==> config.mk <==
export PLATFORM = sky130hd
export DESIGN_NAME = square_wave_gen
export DESIGN_NICKNAME = d
export VERILOG_FILES = /design/src/rtl/sq_pkg.sv /design/src/rtl/sq_cfg_shadow.sv /design/src/rtl/square_wave_gen.sv
export SDC_FILE = /design/constraint.sdc
export NUM_CORES = 1
export LEC_CHECK = 0
export BUFFER_PORTS_ARGS = -buffer_cell sky130_fd_sc_hd__buf_2
export CAP_MARGIN = 25
export CORE_MARGIN = 2
export CORE_UTILIZATION = 40
export CTS_CLUSTER_SIZE = 24
export DETAILED_ROUTE_END_ITERATION = 8
export PLACE_DENSITY = 0.7
export SYNTH_ARGS = -nofsm -noshare
export SYNTH_HDL_FRONTEND = slang
export SYNTH_SLANG_ARGS = --single-unit
==> constraint.sdc <==
create_clock -name sys_clk -period 6.2 [get_ports sys_clk]
set_input_delay 0.31 -clock sys_clk [delete_from_list [all_inputs] [get_ports sys_clk]]
set_output_delay 0.31 -clock sys_clk [all_outputs]
set_load 0.1 [all_outputs]
==> src/rtl/sq_pkg.sv <==
// Shared definitions for the square-wave generator and the frequency meter
// that measures it.
package sq_pkg;
  localparam int CNT_W_DEF  = 32;
  localparam int MIN_PERIOD = 2;

  localparam logic [0:0] S_IDLE = 1'b0;
  localparam logic [0:0] S_RUN  = 1'b1;
endpackage

==> src/rtl/sq_cfg_shadow.sv <==
// Period/high-time validation and pending/active double buffer.
// The active pair only changes on a commit, so a running period is never cut short.
module sq_cfg_shadow
  import sq_pkg::*;
#(
  parameter int CNT_W      = CNT_W_DEF,
  parameter int PERIOD_DEF = 50_000,
  parameter int HIGH_DEF   = 25_000
) (
  input  logic             sys_clk,
  input  logic             sys_rst_n,
  input  logic             cfg_load,
  input  logic [CNT_W-1:0] period_in,
  input  logic [CNT_W-1:0] high_in,
  input  logic             commit,
  output logic [CNT_W-1:0] act_period,
  output logic [CNT_W-1:0] act_high,
  output logic [CNT_W-1:0] cmt_period,
  output logic [CNT_W-1:0] cmt_high,
  output logic             cfg_err
);
  logic [CNT_W-1:0] pend_period, pend_high;
  logic             cfg_bad, load_ok;

  // A load arriving on the commit cycle is forwarded so it applies to the very next period.
  always_comb begin
    cfg_bad    = (period_in < CNT_W'(MIN_PERIOD)) || (high_in == '0) || (high_in >= period_in);
    load_ok    = cfg_load && !cfg_bad;
    cmt_period = load_ok ? period_in : pend_period;
    cmt_high   = load_ok ? high_in   : pend_high;
  end

  always_ff @(posedge sys_clk or negedge sys_rst_n) begin
    if (!sys_rst_n) begin
      pend_period <= CNT_W'(PERIOD_DEF);
      pend_high   <= CNT_W'(HIGH_DEF);
      act_period  <= CNT_W'(PERIOD_DEF);
      act_high    <= CNT_W'(HIGH_DEF);
      cfg_err     <= 1'b0;
    end else begin
      cfg_err <= cfg_load && cfg_bad;
      if (load_ok) begin
        pend_period <= period_in;
        pend_high   <= high_in;
      end
      if (commit) begin
        act_period <= cmt_period;
        act_high   <= cmt_high;
      end
    end
  end
endmodule

==> src/rtl/square_wave_gen.sv <==
// Programmable square-wave source: period/high time in ticks, continuous or N-period burst.
// Outputs are registered from next-state values so wave_out and period_done line up with the tick.
module square_wave_gen
  import sq_pkg::*;
#(
  parameter int SYS_CLK_FREQ = 50_000_000,
  parameter int CNT_W        = CNT_W_DEF,
  parameter int PERIOD_DEF   = 50_000,
  parameter int HIGH_DEF     = 25_000
) (
  input  logic             sys_clk,
  input  logic             sys_rst_n,
  input  logic             cfg_load,
  input  logic [CNT_W-1:0] period_in,
  input  logic [CNT_W-1:0] high_in,
  input  logic [15:0]      burst_n,
  input  logic             start,
  input  logic             stop,
  output logic             wave_out,
  output logic             busy,
  output logic             period_done,
  output logic             cfg_err,
  output logic [31:0]      cycle_cnt
);
  if (SYS_CLK_FREQ <= 0 || PERIOD_DEF < MIN_PERIOD || HIGH_DEF < 1 || HIGH_DEF >= PERIOD_DEF) begin : g_bad_param
    $error("square_wave_gen: illegal parameter set");
  end

  logic [0:0]       state;
  logic [CNT_W-1:0] tick;
  logic [15:0]      burst_left;
  logic             stop_req;

  logic [CNT_W-1:0] act_period, act_high, cmt_period, cmt_high;
  logic [CNT_W-1:0] nxt_tick, nxt_period, nxt_high;
  logic             idle, last, exit_run, go, nxt_run, commit;

  sq_cfg_shadow #(
    .CNT_W      (CNT_W),
    .PERIOD_DEF (PERIOD_DEF),
    .HIGH_DEF   (HIGH_DEF)
  ) u_shadow (
    .sys_clk    (sys_clk),
    .sys_rst_n  (sys_rst_n),
    .cfg_load   (cfg_load),
    .period_in  (period_in),
    .high_in    (high_in),
    .commit     (commit),
    .act_period (act_period),
    .act_high   (act_high),
    .cmt_period (cmt_period),
    .cmt_high   (cmt_high),
    .cfg_err    (cfg_err)
  );

  // burst_left==0 means continuous: it is never decremented, so it never hits 1.
  always_comb begin
    idle       = (state == S_IDLE);
    last       = !idle && (tick == act_period - CNT_W'(1));
    exit_run   = last && (stop_req || stop || burst_left == 16'd1);
    go         = idle && start && !stop;
    nxt_run    = idle ? go : !exit_run;
    commit     = idle || last;
    nxt_tick   = commit ? '0 : tick + CNT_W'(1);
    nxt_period = commit ? cmt_period : act_period;
    nxt_high   = commit ? cmt_high : act_high;
  end

  always_ff @(posedge sys_clk or negedge sys_rst_n) begin
    if (!sys_rst_n) begin
      state       <= S_IDLE;
      tick        <= '0;
      burst_left  <= '0;
      stop_req    <= 1'b0;
      wave_out    <= 1'b0;
      period_done <= 1'b0;
      cycle_cnt   <= '0;
    end else begin
      state       <= nxt_run ? S_RUN : S_IDLE;
      tick        <= nxt_tick;
      wave_out    <= nxt_run && (nxt_tick < nxt_high);
      period_done <= nxt_run && (nxt_tick == nxt_period - CNT_W'(1));
      if (go) begin
        cycle_cnt  <= '0;
        burst_left <= burst_n;
        stop_req   <= 1'b0;
      end else if (last) begin
        cycle_cnt <= cycle_cnt + 32'd1;
        stop_req  <= 1'b0;
        if (burst_left != '0) burst_left <= burst_left - 16'd1;
      end else if (!idle && stop) begin
        stop_req <= 1'b1;
      end
    end
  end

  assign busy = (state == S_RUN);
endmodule

==> flow_summary.json, run 1 <==
{
  "cp_slowest_cell": "or4b_2",
  "syn_nets": 1748,
  "period_minus_slack_ps": 5730,
  "design.die.area_um2": 36600,
  "viasPerCell": 5.66,
  "critPathArrivalTime_ps": 6180,
  "met2WireLength_um": 18800,
  "dp_hpwl_um": 31200,
  "fp.dieH_um": 191,
  "ys_seq_elements": 213,
  "grt_pass1_wl_um": 66100,
  "rsz0062_at_grt": "false",
  "portBuffers": 120,
  "slew_violations": 0,
  "maxSlewHeadroom": 0.363,
  "layout-drive-gt1-share": 0.191,
  "gr-total-overflow": 0,
  "rows": 68,
  "hold_path.class": "in2reg",
  "grt.total_usage": 0.228,
  "max_cap_viol_count": 0,
  "setup_violations": 0,
  "cts_tree": "done",
  "grt_pass1_vias": 12000,
  "cts-htree-levels": 1,
  "ys_types": 77,
  "cts_num_sinks": 213,
  "yosysWarningCount": 0,
  "critPathCaptureType": "flip-flop",
  "cp_num_buf_inv": 2,
  "synth_flop_cell": "dfrtp_1",
  "worst_clock_skew_ps": 32.0,
  "synth.avg_cell_area_um2": 8.82,
  "start_util": 0.407,
  "routed_wl_um": 41900,
  "antenna_found_initial": 0,
  "grt_max_degree": 138,
  "async_flop_share": 1.00,
  "cp_max_fo": 10,
  "m1WireLength_um": 18900,
  "worst_path_largest_cell_delay_ps": 650,
  "synthTopCellsByCount": "243 x nor2_1, 189 x dfrtp_1, 102 x inv_1",
  "insertion_delay_ps": 560,
  "first_pass_iters": 5,
  "yosys.area_share.simple": 0.236,
  "cts_buffer_depth": 3,
  "netlist_top_cells_area": "dfrtp_1 34%, nor2_1 6.5%, ha_1 6.1%",
  "final-hold-violation-count": 0,
  "synth_area_um2": 14100,
  "path_delay_family": "simple AND/OR/NAND/NOR gates",
  "netlist_instances": 1594,
  "fin_area_um2": 16300,
  "drt_iter0_markers": 976,
  "synth_top_family_by_area": "simple AND/OR/NAND/NOR gates",
  "synthMuxAreaShare": 0.0684,
  "tns_ps": 0,
  "fin_crit_sh": 0.924,
  "core_area_um2": 34500,
  "final_nets": 1866,
  "yosysTopAreaCellShare": 0.337,
  "ant_nets": 0,
  "place_congestion": 0.982,
  "crit_top_cell": "nor3_1",
  "die_x_um": 191,
  "wl_per_cell_um": 19.2,
  "clk_pin_slew_ps": 60,
  "cp.required_ps": 6650,
  "areaGrowthSynthToFinish_pct": 16.2,
  "num_io_pins": 121,
  "synth_fa_ha_area_frac": 0.0614,
  "yosysTopAreaCell": "dfrtp_1",
  "diodes": 0,
  "clock-root-buffer": "clkbuf_16",
  "drc": 0,
  "worstSetupPathType": "reg2reg",
  "cts_buffers": 26,
  "dr_wl_met3_um": 2770,
  "placed_area_um2": 15200,
  "p_leak_nw": 7.07,
  "p_per_area_nw_per_um2": 241,
  "top_layer_used": "met4",
  "status": "complete, no violations",
  "start_kind": "flip-flop",
  "synth.most_common_cell": "nor2_1",
  "fmax_mhz": 175,
  "worstMarginPinSlew_ps": 947,
  "vias": 12400,
  "yosys.area_share.xor_xnor": 0.101,
  "synth_edf_count": 0,
  "synth_compound_area_frac": 0.102,
  "peakVddDrop_v": 0.000196,
  "cp_cell_sequence": "inv_1, ha_2, or4b_2, or4_1, nor3_1, o22ai_1, nor4_1, and4_1, nor2_4, o21ai_1, ha_1, buf_4, nand4b_1, or2_2, nor3_1, mux2i_1, nor3_1, a31oi_1, or3b_1, a221o_1, nor4_2",
  "ys_seq_area_frac": 0.381
}
==> worst paths after layout <==
| check | cells past startpoint | startpoint | to | slack (ps) |
|---|---|---|---|---|
| setup reg to reg | 21 | u_shadow.act_period[0] | period_done | 470 |
| max in group asynchronous | 3 | sys_rst_n | u_shadow.act_high[22] | 4670 |
| min in group asynchronous | 2 | sys_rst_n | burst_left[7] | 330 |
| hold / removal | 2 | high_in[31] | u_shadow.pend_high[31] | 40 |
| hold reg to reg | 1 | u_shadow.pend_high[31] | u_shadow.pend_high[31] | 500 |
| setup / recovery | 21 | u_shadow.act_period[0] | period_done | 470 |
==> logic make-up after synthesis <==
group                      Yosys count
buffers and inverters              178
and+or+nand+nor                    665
xor gates and xnor gates           159
muxes                               89
AOI/OAI and AO/OA                  221
adders and majority gates           69
DFF                                213
==> power by group <==
group / internal, W / switching [W]
Combinational: 0.000225 / 0.000395
Sequential: 0.00152 / 0.0000803
Clock: 0.00106 / 0.000651
Total: 0.00281 / 0.00113
==> cell usage in the layout, fill, tap and decap left out, drive strengths merged, types with 24 or more instances in the layout <==
master,count
or3,28
o21ai,51
mux2,56
nor2,244
xnor2,89
nand2,94
nand3,45
dfrtp,189
inv,103
xor2,68
buf,148
mux2i,33
ha,69
or2,41
nand4,46
nor3,41
clkbuf,33
nor4,42
a21oi,67
dfstp,24
==> layer usage <==
metal	GRT usage	up-vias
li1	-	5806
met1	0.320	5981
met2	0.361	504
met3	0.0285	91
met4	0.0772	0
met5	0	-
==> final cells by class <==
type,count,area (um^2)
Inverter,103,387
Clock inverter,15,262
Tap cell,455,569
Multi-Input combinational cell,1203,8030
Clock buffer,33,707
Fill cell,3343,18200
Sequential cell,213,5360
Timing Repair Buffer,165,1020
==> registers in the layout, summed over array words and instances, names as in the netlist, 16 cells and up <==
register / count
u_shadow.pend_period: 32
burst_left: 16
tick: 32
u_shadow.pend_high: 32
cycle_cnt: 32
u_shadow.act_period: 32
u_shadow.act_high: 32
==> repair_timing <==
item | CTS | global route
resized for setup | 0 | 4
hold buffers | 17 | 0
setup endpoints to repair | 0 | 2
buffers inserted | 0 | 0
hold endpoints to repair | 92 | 0
==> per-stage QoR <==
stage          hold slack (ps)  std cells  utilization  setup WS [ps]  total power (W)
6_report                  44.9       2187        0.473            472          0.00394
5_1_grt                   41.2       2187        0.473           2.81          0.00410
4_1_cts                   21.7       2187        0.472            421          0.00396
3_5_place_dp               334       2122        0.439            436          0.00223
3_3_place_gp               328       2122        0.439            571          0.00221
2_1_floorplan             14.4       1594            -           37.4          0.00201
(Power assumes the default switching activity.)
==> inputs of run 2 (changes only) <==
- BUFFER_PORTS_ARGS: -buffer_cell sky130_fd_sc_hd__buf_2 -> not set
- DONT_BUFFER_PORTS: not set -> 1
- PLACE_DENSITY: 0.7 -> 0.65
- clock period: 6.2 -> 6.6 ns (I/O delays scaled with it)
==> flow_summary.json, run 2 (synthesized netlist as in run 1, its figures left out) <==
{
  "status": "complete, no violations",
  "design.die.area_um2": 36600,
  "first_pass_iters": 5,
  "dp.cells": 2000,
  "start_util": 0.407,
  "r2r_start": "u_shadow.act_period[3]",
  "final-hold-violation-count": 0,
  "start_kind": "flip-flop",
  "cp_num_buf_inv": 0,
  "tns_ps": 0,
  "cts_tree": "done",
  "worst_path_largest_cell_delay_ps": 720,
  "cts_buffer_depth": 3,
  "cts_resized": 0,
  "grt_pass1_wl_um": 67800,
  "rsz0062_at_grt": "false",
  "die_x_um": 191,
  "core_area_um2": 34500,
  "fmax_mhz": 166,
  "cp.required_ps": 7070,
  "final_common_cell": "nor2_1",
  "grt_max_degree": 214,
  "grt_pass1_vias": 12100,
  "period_minus_slack_ps": 6020,
  "gr-total-overflow": 0,
  "r2r_end": "period_done",
  "r2r_slack_ps": 580,
  "switchingPower_w": 0.00103,
  "viasPerCell": 5.68,
  "clock-root-buffer": "clkbuf_16",
  "setup_violations": 0,
  "cts_num_sinks": 213,
  "portBuffers": 0,
  "ant_nets": 0,
  "p_clk_frac": 0.405,
  "critPathArrivalTime_ps": 6480,
  "max_cap_viol_count": 0,
  "final_nets": 1798,
  "fp.dieH_um": 191,
  "grt.total_usage": 0.235,
  "drt_iter0_markers": 847,
  "hold_path.class": "in2reg",
  "worstSetupPathType": "reg2reg",
  "rr_worst_depth": 19,
  "dp_hpwl_um": 31100,
  "critPathLaunch": "u_shadow.act_period[3]",
  "layout-drive-gt1-share": 0.120,
  "wl_per_cell_um": 20.1,
  "vias": 12000,
  "place_congestion": 0.938,
  "worstMarginPinSlew_ps": 1440,
  "routed_wl_um": 42600,
  "cp_cell_sequence": "or4_1, or4_4, or4_4, a221oi_2, o2111a_1, and4_1, nor2_4, o21ai_0, ha_1, nor3b_1, nand4_1, o31ai_1, nand2_1, xnor2_1, or4_1, or3_1, o31ai_1, nand4_1, nor4_2",
  "intPower_w": 0.00244,
  "p_seq_frac": 0.458,
  "cp_slowest_cell": "or4_1",
  "cts_buffers": 26,
  "power_frac_comb": 0.137,
  "hold_path_depth": 2,
  "slew_violations": 0,
  "holdCritStartpoint": "cfg_load",
  "areaGrowthSynthToFinish_pct": 14.4,
  "fin_crit_sh": 0.912,
  "cts-htree-levels": 1,
  "maxSlewHeadroom": 0.0426,
  "rows": 68,
  "finalPower_w": 0.00347,
  "most-common-layout-cells": "242 x nor2_1, 188 x dfrtp_1, 102 x inv_1",
  "fin_cells": 2120,
  "p_leak_nw": 6.77,
  "peakVddDrop_v": 0.000201,
  "antenna_found_initial": 0,
  "path_delay_family": "simple AND/OR/NAND/NOR gates",
  "insertion_delay_ps": 570,
  "worst_clock_skew_ps": 21.1,
  "num_io_pins": 121,
  "p_per_area_nw_per_um2": 216,
  "critPathCaptureType": "flip-flop",
  "whs_endpoint": "u_shadow.cfg_err",
  "cp_max_fo": 8,
  "clk_pin_slew_ps": 60,
  "sw_frac_of_total": 0.296,
  "drc": 0
}
-- run 2: changes by cell type in the layout (fill, tap and decap cells not counted), sizes merged --
cell / before / now
diode: 0 / 1
clkbuf: 33 / 40
inv: 103 / 102
bufinv: 6 / 1
buf: 148 / 27
dlygate4sd3: 17 / 70
clkinv: 6 / 7
clkinvlp: 3 / 1
-- run 2: power groups by stage --
stage                     logic, W  clock network, W  registers, W
after floorplan           0.000311                 0       0.00158
after global placement    0.000393                 0       0.00160
after detailed placement  0.000402                 0       0.00161
after CTS                 0.000470           0.00144       0.00158
after global routing      0.000524           0.00149       0.00160
final                     0.000475           0.00141       0.00159
-- run 2: worst max path at each step --
stage / cells after the start / slack [ps] / end
floorplan: 27 / 180 / period_done
global placement: 19 / 740 / period_done
detailed placement: 19 / 660 / period_done
CTS: 19 / 620 / period_done
global route: 20 / 40 / period_done
finish: 19 / 580 / period_done
-- run 2: final cells by class --
type,instances,area [um^2]
timing repair buffer,97,923
clock inverter,8,92.6
multi-input combinational,1203,8010
fill,3270,18500
inverter,103,387
sequential,213,5360
clock buffer,40,733
antenna,1,2.50
tap,455,569
-- run 2: per-layer routing --
metal	vias to the layer above	wire length, um	share of wire	track usage
met5	-	0	0	0
met4	0	1210	0.028	0.0754
met3	73	3020	0.071	0.0422
met2	443	19200	0.45	0.377
met1	5838	19100	0.45	0.320
li1	5680	-	-	-
-- run 2: per-stage QoR --
stage	util	area [um^2]	worst slack, ps	hold WS [ps]
floorplan	-	14100	184	34.4
global placement	0.420	14500	741	51.3
detailed placement	0.420	14500	656	51.9
CTS	0.465	16100	624	1.06
global route	0.465	16100	41.1	11.9
finish	0.465	16100	583	26.7
-- run 2: repair_timing --
action	4_1_cts	5_1_grt
hold buffers	71	0
setup buffers	0	0
endpoints found under the hold margin	282	0
